File: config.mk
export PLATFORM = sky130hd
export DESIGN_NAME = mem_access_unit
export DESIGN_NICKNAME = d
export VERILOG_FILES = /design/src/rtl/mem_access_unit.sv
export SDC_FILE = /design/constraint.sdc
export NUM_CORES = 1
export LEC_CHECK = 0
export ABC_AREA = 0
export CORE_MARGIN = 2
export CORE_UTILIZATION = 50
export CTS_CLUSTER_DIAMETER = 200
export DETAILED_ROUTE_END_ITERATION = 6
export PLACE_DENSITY = 0.94
export SLEW_MARGIN = 20
export SYNTH_ARGS = -nofsm -noshare
export SYNTH_HDL_FRONTEND = slang
export SYNTH_SLANG_ARGS = --single-unit
File: constraint.sdc
create_clock -name clk_i -period 2.6 [get_ports clk_i]
set_input_delay 0.52 -clock clk_i [delete_from_list [all_inputs] [get_ports clk_i]]
set_output_delay 0.52 -clock clk_i [all_outputs]
set_load 0.005 [all_outputs]
File: src/rtl/mem_access_unit.sv
// Memory-stage access unit: issues one data-memory request per aligned load/store,
// stalls execute until memory completes, and formats load data into the M stage.
module mem_access_unit #(
  parameter int DATA_WIDTH = 32
) (
  input  logic                  clk_i,
  input  logic                  rst_i,
  input  logic [DATA_WIDTH-1:0] ALUResultE_i,
  input  logic [DATA_WIDTH-1:0] WriteDataE_i,
  input  logic [4:0]            RdE_i,
  input  logic                  RegWriteE_i,
  input  logic [1:0]            ResultSrcE_i,
  input  logic [DATA_WIDTH-1:0] PCPlus4E_i,
  input  logic                  MemReadE_i,
  input  logic                  MemWriteE_i,
  input  logic [2:0]            MemSizeE_i,
  output logic                  DMemReq_o,
  output logic                  DMemWe_o,
  output logic [DATA_WIDTH-1:0] DMemAddr_o,
  output logic [DATA_WIDTH-1:0] DMemWData_o,
  output logic [3:0]            DMemBe_o,
  input  logic                  DMemReady_i,
  input  logic [DATA_WIDTH-1:0] DMemRData_i,
  output logic [DATA_WIDTH-1:0] ALUResultM_o,
  output logic [DATA_WIDTH-1:0] PCPlus4M_o,
  output logic [DATA_WIDTH-1:0] ReadDataM_o,
  output logic [4:0]            RdM_o,
  output logic                  RegWriteM_o,
  output logic [1:0]            ResultSrcM_o,
  output logic                  StallM_o,
  output logic                  MisalignM_o,
  output logic                  o_dbg_busy
);

  // Handshake: DMemReq_o rises on the first BUSY cycle and stays high with address,
  // data, byte enables and write flag frozen; the cycle DMemReady_i is 1 completes it.
  typedef enum logic {IDLE = 1'b0, BUSY = 1'b1} state_t;

  state_t                r_state, w_state_nxt;
  logic [DATA_WIDTH-1:0] r_alu, r_wdata, r_pc4;
  logic [3:0]            r_be;
  logic                  r_we, r_regwrite;
  logic [2:0]            r_size;
  logic [4:0]            r_rd;
  logic [1:0]            r_rsrc;
  logic [DATA_WIDTH-1:0] w_alu_nxt, w_wdata_nxt, w_pc4_nxt;
  logic [3:0]            w_be_nxt;
  logic                  w_we_nxt, w_regwrite_nxt;
  logic [2:0]            w_size_nxt;
  logic [4:0]            w_rd_nxt;
  logic [1:0]            w_rsrc_nxt;

  logic [DATA_WIDTH-1:0] r_alu_m, r_pc4_m, r_rdata_m;
  logic [4:0]            r_rd_m;
  logic                  r_regwrite_m, r_misalign_m;
  logic [1:0]            r_rsrc_m;
  logic [DATA_WIDTH-1:0] w_alu_m_nxt, w_pc4_m_nxt, w_rdata_m_nxt;
  logic [4:0]            w_rd_m_nxt;
  logic                  w_regwrite_m_nxt, w_misalign_m_nxt;
  logic [1:0]            w_rsrc_m_nxt;

  logic                  w_mem_op, w_aligned, w_stall;
  logic [DATA_WIDTH-1:0] w_st_data, w_load;
  logic [3:0]            w_st_be;
  logic [7:0]            w_byte;
  logic [15:0]           w_half;

  assign w_mem_op = MemReadE_i | MemWriteE_i;

  // Lane placement for the incoming op; size[1:0] picks byte/half/word, size[2] only signedness.
  always_comb begin
    w_aligned = 1'b1;
    w_st_data = WriteDataE_i;
    w_st_be   = 4'b1111;
    case (MemSizeE_i[1:0])
      2'b00: begin
        w_st_data = {4{WriteDataE_i[7:0]}};
        w_st_be   = 4'b0001 << ALUResultE_i[1:0];
      end
      2'b01: begin
        w_aligned = ~ALUResultE_i[0];
        w_st_data = {2{WriteDataE_i[15:0]}};
        w_st_be   = 4'b0011 << {ALUResultE_i[1], 1'b0};
      end
      default: w_aligned = (ALUResultE_i[1:0] == 2'b00);
    endcase
  end

  always_comb begin
    case (r_alu[1:0])
      2'd0:    w_byte = DMemRData_i[7:0];
      2'd1:    w_byte = DMemRData_i[15:8];
      2'd2:    w_byte = DMemRData_i[23:16];
      default: w_byte = DMemRData_i[31:24];
    endcase
    w_half = r_alu[1] ? DMemRData_i[31:16] : DMemRData_i[15:0];
    case (r_size[1:0])
      2'b00:   w_load = r_size[2] ? {24'b0, w_byte} : {{24{w_byte[7]}}, w_byte};
      2'b01:   w_load = r_size[2] ? {16'b0, w_half} : {{16{w_half[15]}}, w_half};
      default: w_load = DMemRData_i;
    endcase
  end

  always_comb begin
    w_state_nxt      = r_state;
    w_stall          = 1'b0;
    w_alu_nxt        = r_alu;
    w_wdata_nxt      = r_wdata;
    w_pc4_nxt        = r_pc4;
    w_be_nxt         = r_be;
    w_we_nxt         = r_we;
    w_regwrite_nxt   = r_regwrite;
    w_size_nxt       = r_size;
    w_rd_nxt         = r_rd;
    w_rsrc_nxt       = r_rsrc;
    w_alu_m_nxt      = r_alu_m;
    w_pc4_m_nxt      = r_pc4_m;
    w_rdata_m_nxt    = r_rdata_m;
    w_rd_m_nxt       = r_rd_m;
    w_regwrite_m_nxt = r_regwrite_m;
    w_rsrc_m_nxt     = r_rsrc_m;
    w_misalign_m_nxt = r_misalign_m;
    case (r_state)
      IDLE: begin
        if (w_mem_op && w_aligned) begin
          w_stall          = 1'b1;
          w_state_nxt      = BUSY;
          w_alu_nxt        = ALUResultE_i;
          w_wdata_nxt      = w_st_data;
          w_pc4_nxt        = PCPlus4E_i;
          w_be_nxt         = w_st_be;
          w_we_nxt         = MemWriteE_i;
          w_regwrite_nxt   = RegWriteE_i;
          w_size_nxt       = MemSizeE_i;
          w_rd_nxt         = RdE_i;
          w_rsrc_nxt       = ResultSrcE_i;
          w_alu_m_nxt      = '0;
          w_pc4_m_nxt      = '0;
          w_rdata_m_nxt    = '0;
          w_rd_m_nxt       = '0;
          w_regwrite_m_nxt = 1'b0;
          w_rsrc_m_nxt     = '0;
          w_misalign_m_nxt = 1'b0;
        end else begin
          // Plain ALU op, or a misaligned access that is dropped without writeback.
          w_alu_m_nxt      = ALUResultE_i;
          w_pc4_m_nxt      = PCPlus4E_i;
          w_rdata_m_nxt    = '0;
          w_rd_m_nxt       = RdE_i;
          w_regwrite_m_nxt = RegWriteE_i & ~w_mem_op;
          w_rsrc_m_nxt     = ResultSrcE_i;
          w_misalign_m_nxt = w_mem_op;
        end
      end
      BUSY: begin
        w_stall = 1'b1;
        if (DMemReady_i) begin
          w_state_nxt      = IDLE;
          w_alu_m_nxt      = r_alu;
          w_pc4_m_nxt      = r_pc4;
          w_rdata_m_nxt    = r_we ? '0 : w_load;
          w_rd_m_nxt       = r_rd;
          w_regwrite_m_nxt = r_regwrite;
          w_rsrc_m_nxt     = r_rsrc;
          w_misalign_m_nxt = 1'b0;
        end
      end
      default: w_state_nxt = IDLE;
    endcase
  end

  always_ff @(posedge clk_i) begin
    if (rst_i) begin
      r_state      <= IDLE;
      r_alu        <= '0;
      r_wdata      <= '0;
      r_pc4        <= '0;
      r_be         <= '0;
      r_we         <= 1'b0;
      r_regwrite   <= 1'b0;
      r_size       <= '0;
      r_rd         <= '0;
      r_rsrc       <= '0;
      r_alu_m      <= '0;
      r_pc4_m      <= '0;
      r_rdata_m    <= '0;
      r_rd_m       <= '0;
      r_regwrite_m <= 1'b0;
      r_rsrc_m     <= '0;
      r_misalign_m <= 1'b0;
    end else begin
      r_state      <= w_state_nxt;
      r_alu        <= w_alu_nxt;
      r_wdata      <= w_wdata_nxt;
      r_pc4        <= w_pc4_nxt;
      r_be         <= w_be_nxt;
      r_we         <= w_we_nxt;
      r_regwrite   <= w_regwrite_nxt;
      r_size       <= w_size_nxt;
      r_rd         <= w_rd_nxt;
      r_rsrc       <= w_rsrc_nxt;
      r_alu_m      <= w_alu_m_nxt;
      r_pc4_m      <= w_pc4_m_nxt;
      r_rdata_m    <= w_rdata_m_nxt;
      r_rd_m       <= w_rd_m_nxt;
      r_regwrite_m <= w_regwrite_m_nxt;
      r_rsrc_m     <= w_rsrc_m_nxt;
      r_misalign_m <= w_misalign_m_nxt;
    end
  end

  assign DMemReq_o    = (r_state == BUSY);
  assign o_dbg_busy   = (r_state == BUSY);
  assign DMemWe_o     = DMemReq_o & r_we;
  assign DMemBe_o     = DMemReq_o ? r_be : 4'b0000;
  assign DMemAddr_o   = {r_alu[DATA_WIDTH-1:2], 2'b00};
  assign DMemWData_o  = r_wdata;
  assign StallM_o     = w_stall;
  assign ALUResultM_o = r_alu_m;
  assign PCPlus4M_o   = r_pc4_m;
  assign ReadDataM_o  = r_rdata_m;
  assign RdM_o        = r_rd_m;
  assign RegWriteM_o  = r_regwrite_m;
  assign ResultSrcM_o = r_rsrc_m;
  assign MisalignM_o  = r_misalign_m;

endmodule

==> results_dict.tcl, run 1 <==
set metrics [dict create \
    ant_nets 0 \
    antenna_found_initial 0 \
    synth_cell_types 49 \
    fin_nets 1529 \
    grt_max_degree 187 \
    post_cts_buffers 0 \
    core_um2 19500 \
    drc 0 \
    end_kind "output port" \
    first_global_vias 9249 \
    ys.flop_type "dfxtp_1" \
    hpwl_mm 20.6 \
    cap_violations 0 \
    path_max_fanout 2 \
    total_power_mw 8.71 \
    routed_wl_mm 31.4 \
    critPathArrivalTime_ns 2.00 \
    fill_cells 1378 \
    grtUsageTotal_pct 28.6 \
    drive_gt1_share_pct 11.0 \
    final_common_cell "clkdlybuf4s50_1" \
    rows 51 \
    syn_avg_cell_area_um2 8.59 \
    antenna_cells 0 \
    syn_inst 1152 \
    first_pass_iters 5 \
    drt_iter0_drc 676 \
    cts_tree "built" \
    ir_drop_v 0.000645 \
    root_buffer "clkbuf_16" \
    die-area_um2 20900 \
    min_path_type "input pin to flop" \
    tns_ns 0 \
    fp.dieW_um 145 \
    area_growth_pct 38.4 \
    crit_required_ns 2.08 \
    cts.sink_count 218 \
    syn_area_um2 9890 \
    ios 321 \
    ctsResizeCount 0 \
    status "finished, final reports clean" \
    min_period_ns 2.52 \
    cts_hold_buffers 0 \
    final-hold-violation-count 0 \
    io_buffers 318 \
    fin_util_pct 70.4 \
    slew_viol_final 0 \
    cp-start-kind "input pin" \
    power_density_nw_per_um2 636 \
    cts-buffers-inserted 24 \
    crit_type "input pin to output port" \
    rsz0062_at_grt "false" \
    wl_per_cell_um 18.8 \
    setup_slack_ns 0.0782 \
    worst_pin_slew_ns 1.07 \
    max_freq_mhz 397 \
    start_util_pct 50.8 \
    slew_headroom_pct 28.3 \
    skew_ns 0.0219 \
    num_vias 9338 \
    cts_max_level 1 \
    synth_edf_count 0 \
    setup_violations 0 \
    insertion_delay_ns 0.52 \
    synth_async_sr_flop_share_pct 0 \
    fin_crit_sh_pct 97.0 \
    leakage_nw 5.10 \
    via_per_inst 5.60 \
    yosysWarnings 0 \
    gp_congestion 0.903 \
    synth_seq_cells 218 \
    synth-seq-area-share_pct 44.1 \
    grt.overflow.total 0 \
    final_cell_mix "clkdlybuf4s50_1 (316), nand2_1 (280), dfxtp_1 (217)" \
    grt_pass1_wl_mm 48.0 \
    clockBufferDepth 3 \
    clkTransAtPathRegs_ns 0.06 \
    die_h_um 145 \
    pre_cts_ws_ns 0.0568 \
]
metal layers:
| metal | routed length, um | GRT usage [%] | share of wire [%] |
|---|---|---|---|
| met5 | 0 | 0 | 0 |
| met2 | 15300 | 49.7 | 49 |
| met3 | 2920 | 8.82 | 9.3 |
| met1 | 11800 | 32.5 | 38 |
| met4 | 1400 | 12.3 | 4.5 |
per-stage QoR:
step | instances | hold slack, ns | area, um2
finish | 1667 | 0.325 | 13700
global route | 1667 | 0.356 | 13700
CTS | 1667 | 0.317 | 13700
detailed placement | 1624 | 0.439 | 12900
global placement | 1624 | 0.432 | 12900
floorplan | 1153 | 0.433 | 9900
state kept, by name, indices dropped and copies added (netlist names), 3 cells and up:
register / flops
r_pc4: 32
r_alu: 32
ALUResultM_o: 32
PCPlus4M_o: 32
RdM_o: 5
DMemWData_o: 32
r_size: 3
r_be: 4
ReadDataM_o: 32
r_rd: 5
final cells by class:
type                       instances  area [um2]  share of cell area [%]
sequential                       218        4370                    31.9
clock inverter                     8        82.6                   0.603
inverter                           5        18.8                   0.137
multi-input combinational        796        4760                    34.7
timing repair buffer             340        3430                    25.1
tap                              265         332                    2.42
clock buffer                      35         702                    5.12
cell usage after synthesis (all sizes together), types with 2 or more instances:
cell type  instances  share of area, %
nand2            281                11
dfxtp            218                44
a21oi            185               9.4
buf               93               6.3
mux2              79               9.1
nand3b            72               5.5
clkbuf            41               1.6
mux2i             27               2.7
o21ai             26               1.3
nor2              25              0.97
a211oi            19               1.4
a21o               9              0.68
o211ai             9              0.68
a31oi              8              0.51
a32o               7              0.71
nand2b             7              0.52
a311o              6              0.61
o32a               6              0.61
and2               5              0.32
inv                4              0.15
a311oi             2              0.18
nor2b              2              0.13
nor3               2              0.10
nor4b              2              0.18
o21ba              2              0.27
o22ai              2              0.19
or3                2              0.13
critical path: stages:
cell and delay [ns]:
clkdlybuf4s50_1 0.51, a21oi_2 0.24, o22ai_4 0.14, nand2b_1 0.09, clkdlybuf4s50_1 0.50
cells by family after synthesis:
family	share of synthesized area (%)
flops	44.1
other cells	0.0379
compound gates	17.1
simple gates	18.8
buf+inv	8.08
mux	11.9
power by group:
part | switching [mW] | internal, mW | leakage, nW | total (mW)
sequential | 0.158 | 3.57 | 1.79 | 3.72
combinational | 0.760 | 0.865 | 2.92 | 1.62
clock | 1.38 | 1.98 | 0.386 | 3.36
total | 2.30 | 6.41 | 5.10 | 8.71
final timing paths:
check	slack [ns]	start	to	cells past startpoint
max	0.08	ALUResultE_i[0]	StallM_o	5
min	0.32	rst_i	ReadDataM_o[15]	3
max reg2reg	0.54	r_alu[1]	ReadDataM_o[9]	4
min reg2reg	0.45	ReadDataM_o[10]	ReadDataM_o[10]	1
No activity file was read; power rests on OpenSTA's default activity.
==> run 2: changes to the inputs <==
- CAP_MARGIN: unset -> 0
- SETUP_SLACK_MARGIN: unset -> 0.15
==> run 2 against run 1 <==
Net effect: total power about the same; utilization about the same; global-route usage unchanged; first-iteration DRC count increased by 7.4%; combinational power about the same; count of clock-buffer cells in the layout unchanged; die area unchanged; largest power group unchanged; highest routed layer unchanged.
==> results_dict.tcl, run 2 (synthesis gave the netlist of run 1 again) <==
set metrics [dict create \
    status "finished, final reports clean" \
    cap_violations 0 \
    ant_nets 0 \
    root_buffer "clkbuf_16" \
    die_h_um 145 \
    max_freq_mhz 418 \
    leakage_nw 5.11 \
    grt.overflow.total 0 \
    setup_slack_ns 0.209 \
    ios 321 \
    cts_hold_buffers 0 \
    end_kind "output port" \
    io_buffers 318 \
    routed_wl_mm 31.5 \
    fin_crit_sh_pct 92.0 \
    crit_required_ns 2.08 \
    slew_headroom_pct 28.0 \
    final_cell_mix "clkdlybuf4s50_1 (313), nand2_1 (280), dfxtp_1 (217)" \
    cts_tree "built" \
    tns_ns 0 \
    drt_iter0_drc 726 \
    clkTransAtPathRegs_ns 0.06 \
    worst_pin_slew_ns 1.08 \
    fp.dieW_um 145 \
    power_density_nw_per_um2 636 \
    reg2reg_from "r_alu[1]" \
    grt_pass1_wl_mm 48.0 \
    critPathArrivalTime_ns 1.87 \
    grtUsageTotal_pct 28.6 \
    min_path_type "input pin to flop" \
    pre_cts_ws_ns 0.0568 \
    die-area_um2 20900 \
    cp-start-kind "input pin" \
    drc 0 \
    crit_end "StallM_o" \
    final_common_cell "clkdlybuf4s50_1" \
    clockBufferDepth 3 \
    rsz0062_at_grt "false" \
    first_pass_iters 5 \
    gp_congestion 0.903 \
    cp_top_family "buffers and inverters" \
    insertion_delay_ns 0.52 \
    cp.buffers_inverters 2 \
    worstPathCellList "clkdlybuf4s50_1 -> nor2_2 -> o22ai_4 -> nand2b_1 -> clkdlybuf4s50_1" \
    drive_gt1_share_pct 11.0 \
    startpoint "MemSizeE_i[0]" \
    critPathMaxStageDelay_ns 0.50 \
    skew_ns 0.0218 \
    hpwl_mm 20.6 \
    ir_drop_v 0.000645 \
    crit_type "input pin to output port" \
    rr_worst_depth 4 \
    r2r-end "ReadDataM_o[9]" \
    grt_max_degree 187 \
    first_global_vias 9249 \
    cts.sink_count 218 \
    via_per_inst 5.59 \
    wl_per_cell_um 18.9 \
    antenna_found_initial 2 \
    slew_viol_final 0 \
    hold_start "rst_i" \
    area_growth_pct 38.5 \
    cp_common_cell "clkdlybuf4s50_1" \
    min_period_ns 2.39 \
    r2r_slack_ns 0.56 \
    setup_violations 0 \
    fin_util_pct 70.4 \
    fin_nets 1529 \
    core_um2 19500 \
    total_power_mw 8.71 \
    start_util_pct 50.8 \
    path_max_fanout 2 \
    final-hold-violation-count 0 \
    cts_max_level 1 \
    worst-path-stages 5 \
    rows 51 \
    slowest_stage "clkdlybuf4s50_1" \
    whs_ns 0.324 \
    cts-buffers-inserted 24 \
    num_vias 9325 \
]
[run 2: cell types whose count changed in the layout (fill, tap and decap cells not counted), sizes merged]
cell and delta:
diode +2, dlygate4sd2 +2, dlymetal6s2s +1, clkdlybuf4s50 -3
[run 2: worst min-delay path, cell delays in order]
cell      delay [ns]
buf_6           0.09
nand2b_1        0.12
a211oi_1        0.05
[run 2: cell type report]
| cell class | instances | area, um2 |
|---|---|---|
| fillers | 1376 | 5760 |
| multi-input cells | 796 | 4760 |
| flip-flops and latches | 218 | 4370 |
| repair buffers | 340 | 3430 |
| clock buffers | 35 | 702 |
| well taps | 265 | 332 |
| clock inverters | 8 | 82.6 |
| inverters | 5 | 18.8 |
| diodes | 2 | 5.00 |
[run 2: report_power, final]
group | switching (mW) | leakage (nW) | internal [mW]
sequential | 0.158 | 1.79 | 3.57
combinational | 0.760 | 2.93 | 0.863
clock | 1.38 | 0.386 | 1.98
total | 2.30 | 5.11 | 6.41
[run 2: through the flow]
step           instances  cell area (um2)
2_1_floorplan       1153             9900
3_3_place_gp        1624            12900
3_5_place_dp        1624            12900
4_1_cts             1667            13700
5_1_grt             1669            13700
6_report            1669            13700
[run 2: worst min-delay path by stage]
stage	endpoint	cells past startpoint
global route	ReadDataM_o[15]	3
finish	ReadDataM_o[15]	3
floorplan	r_pc4[0]	2
detailed placement	ReadDataM_o[14]	1
global placement	ReadDataM_o[13]	1
CTS	ReadDataM_o[15]	3
[run 2: repair_timing]
action	4_1_cts	5_1_grt
buffers inserted	0	0
resized for setup	2	1
pin swaps	1	2
endpoints found under the setup margin	1	1
[run 2: metal layers]
metal	up-vias	routed length, um	global-route usage (%)
met3	102	2960	8.82
met4	0	1420	12.3
li1	4401	-	-
met5	-	0	0
met2	432	15300	49.7
met1	4390	11900	32.5
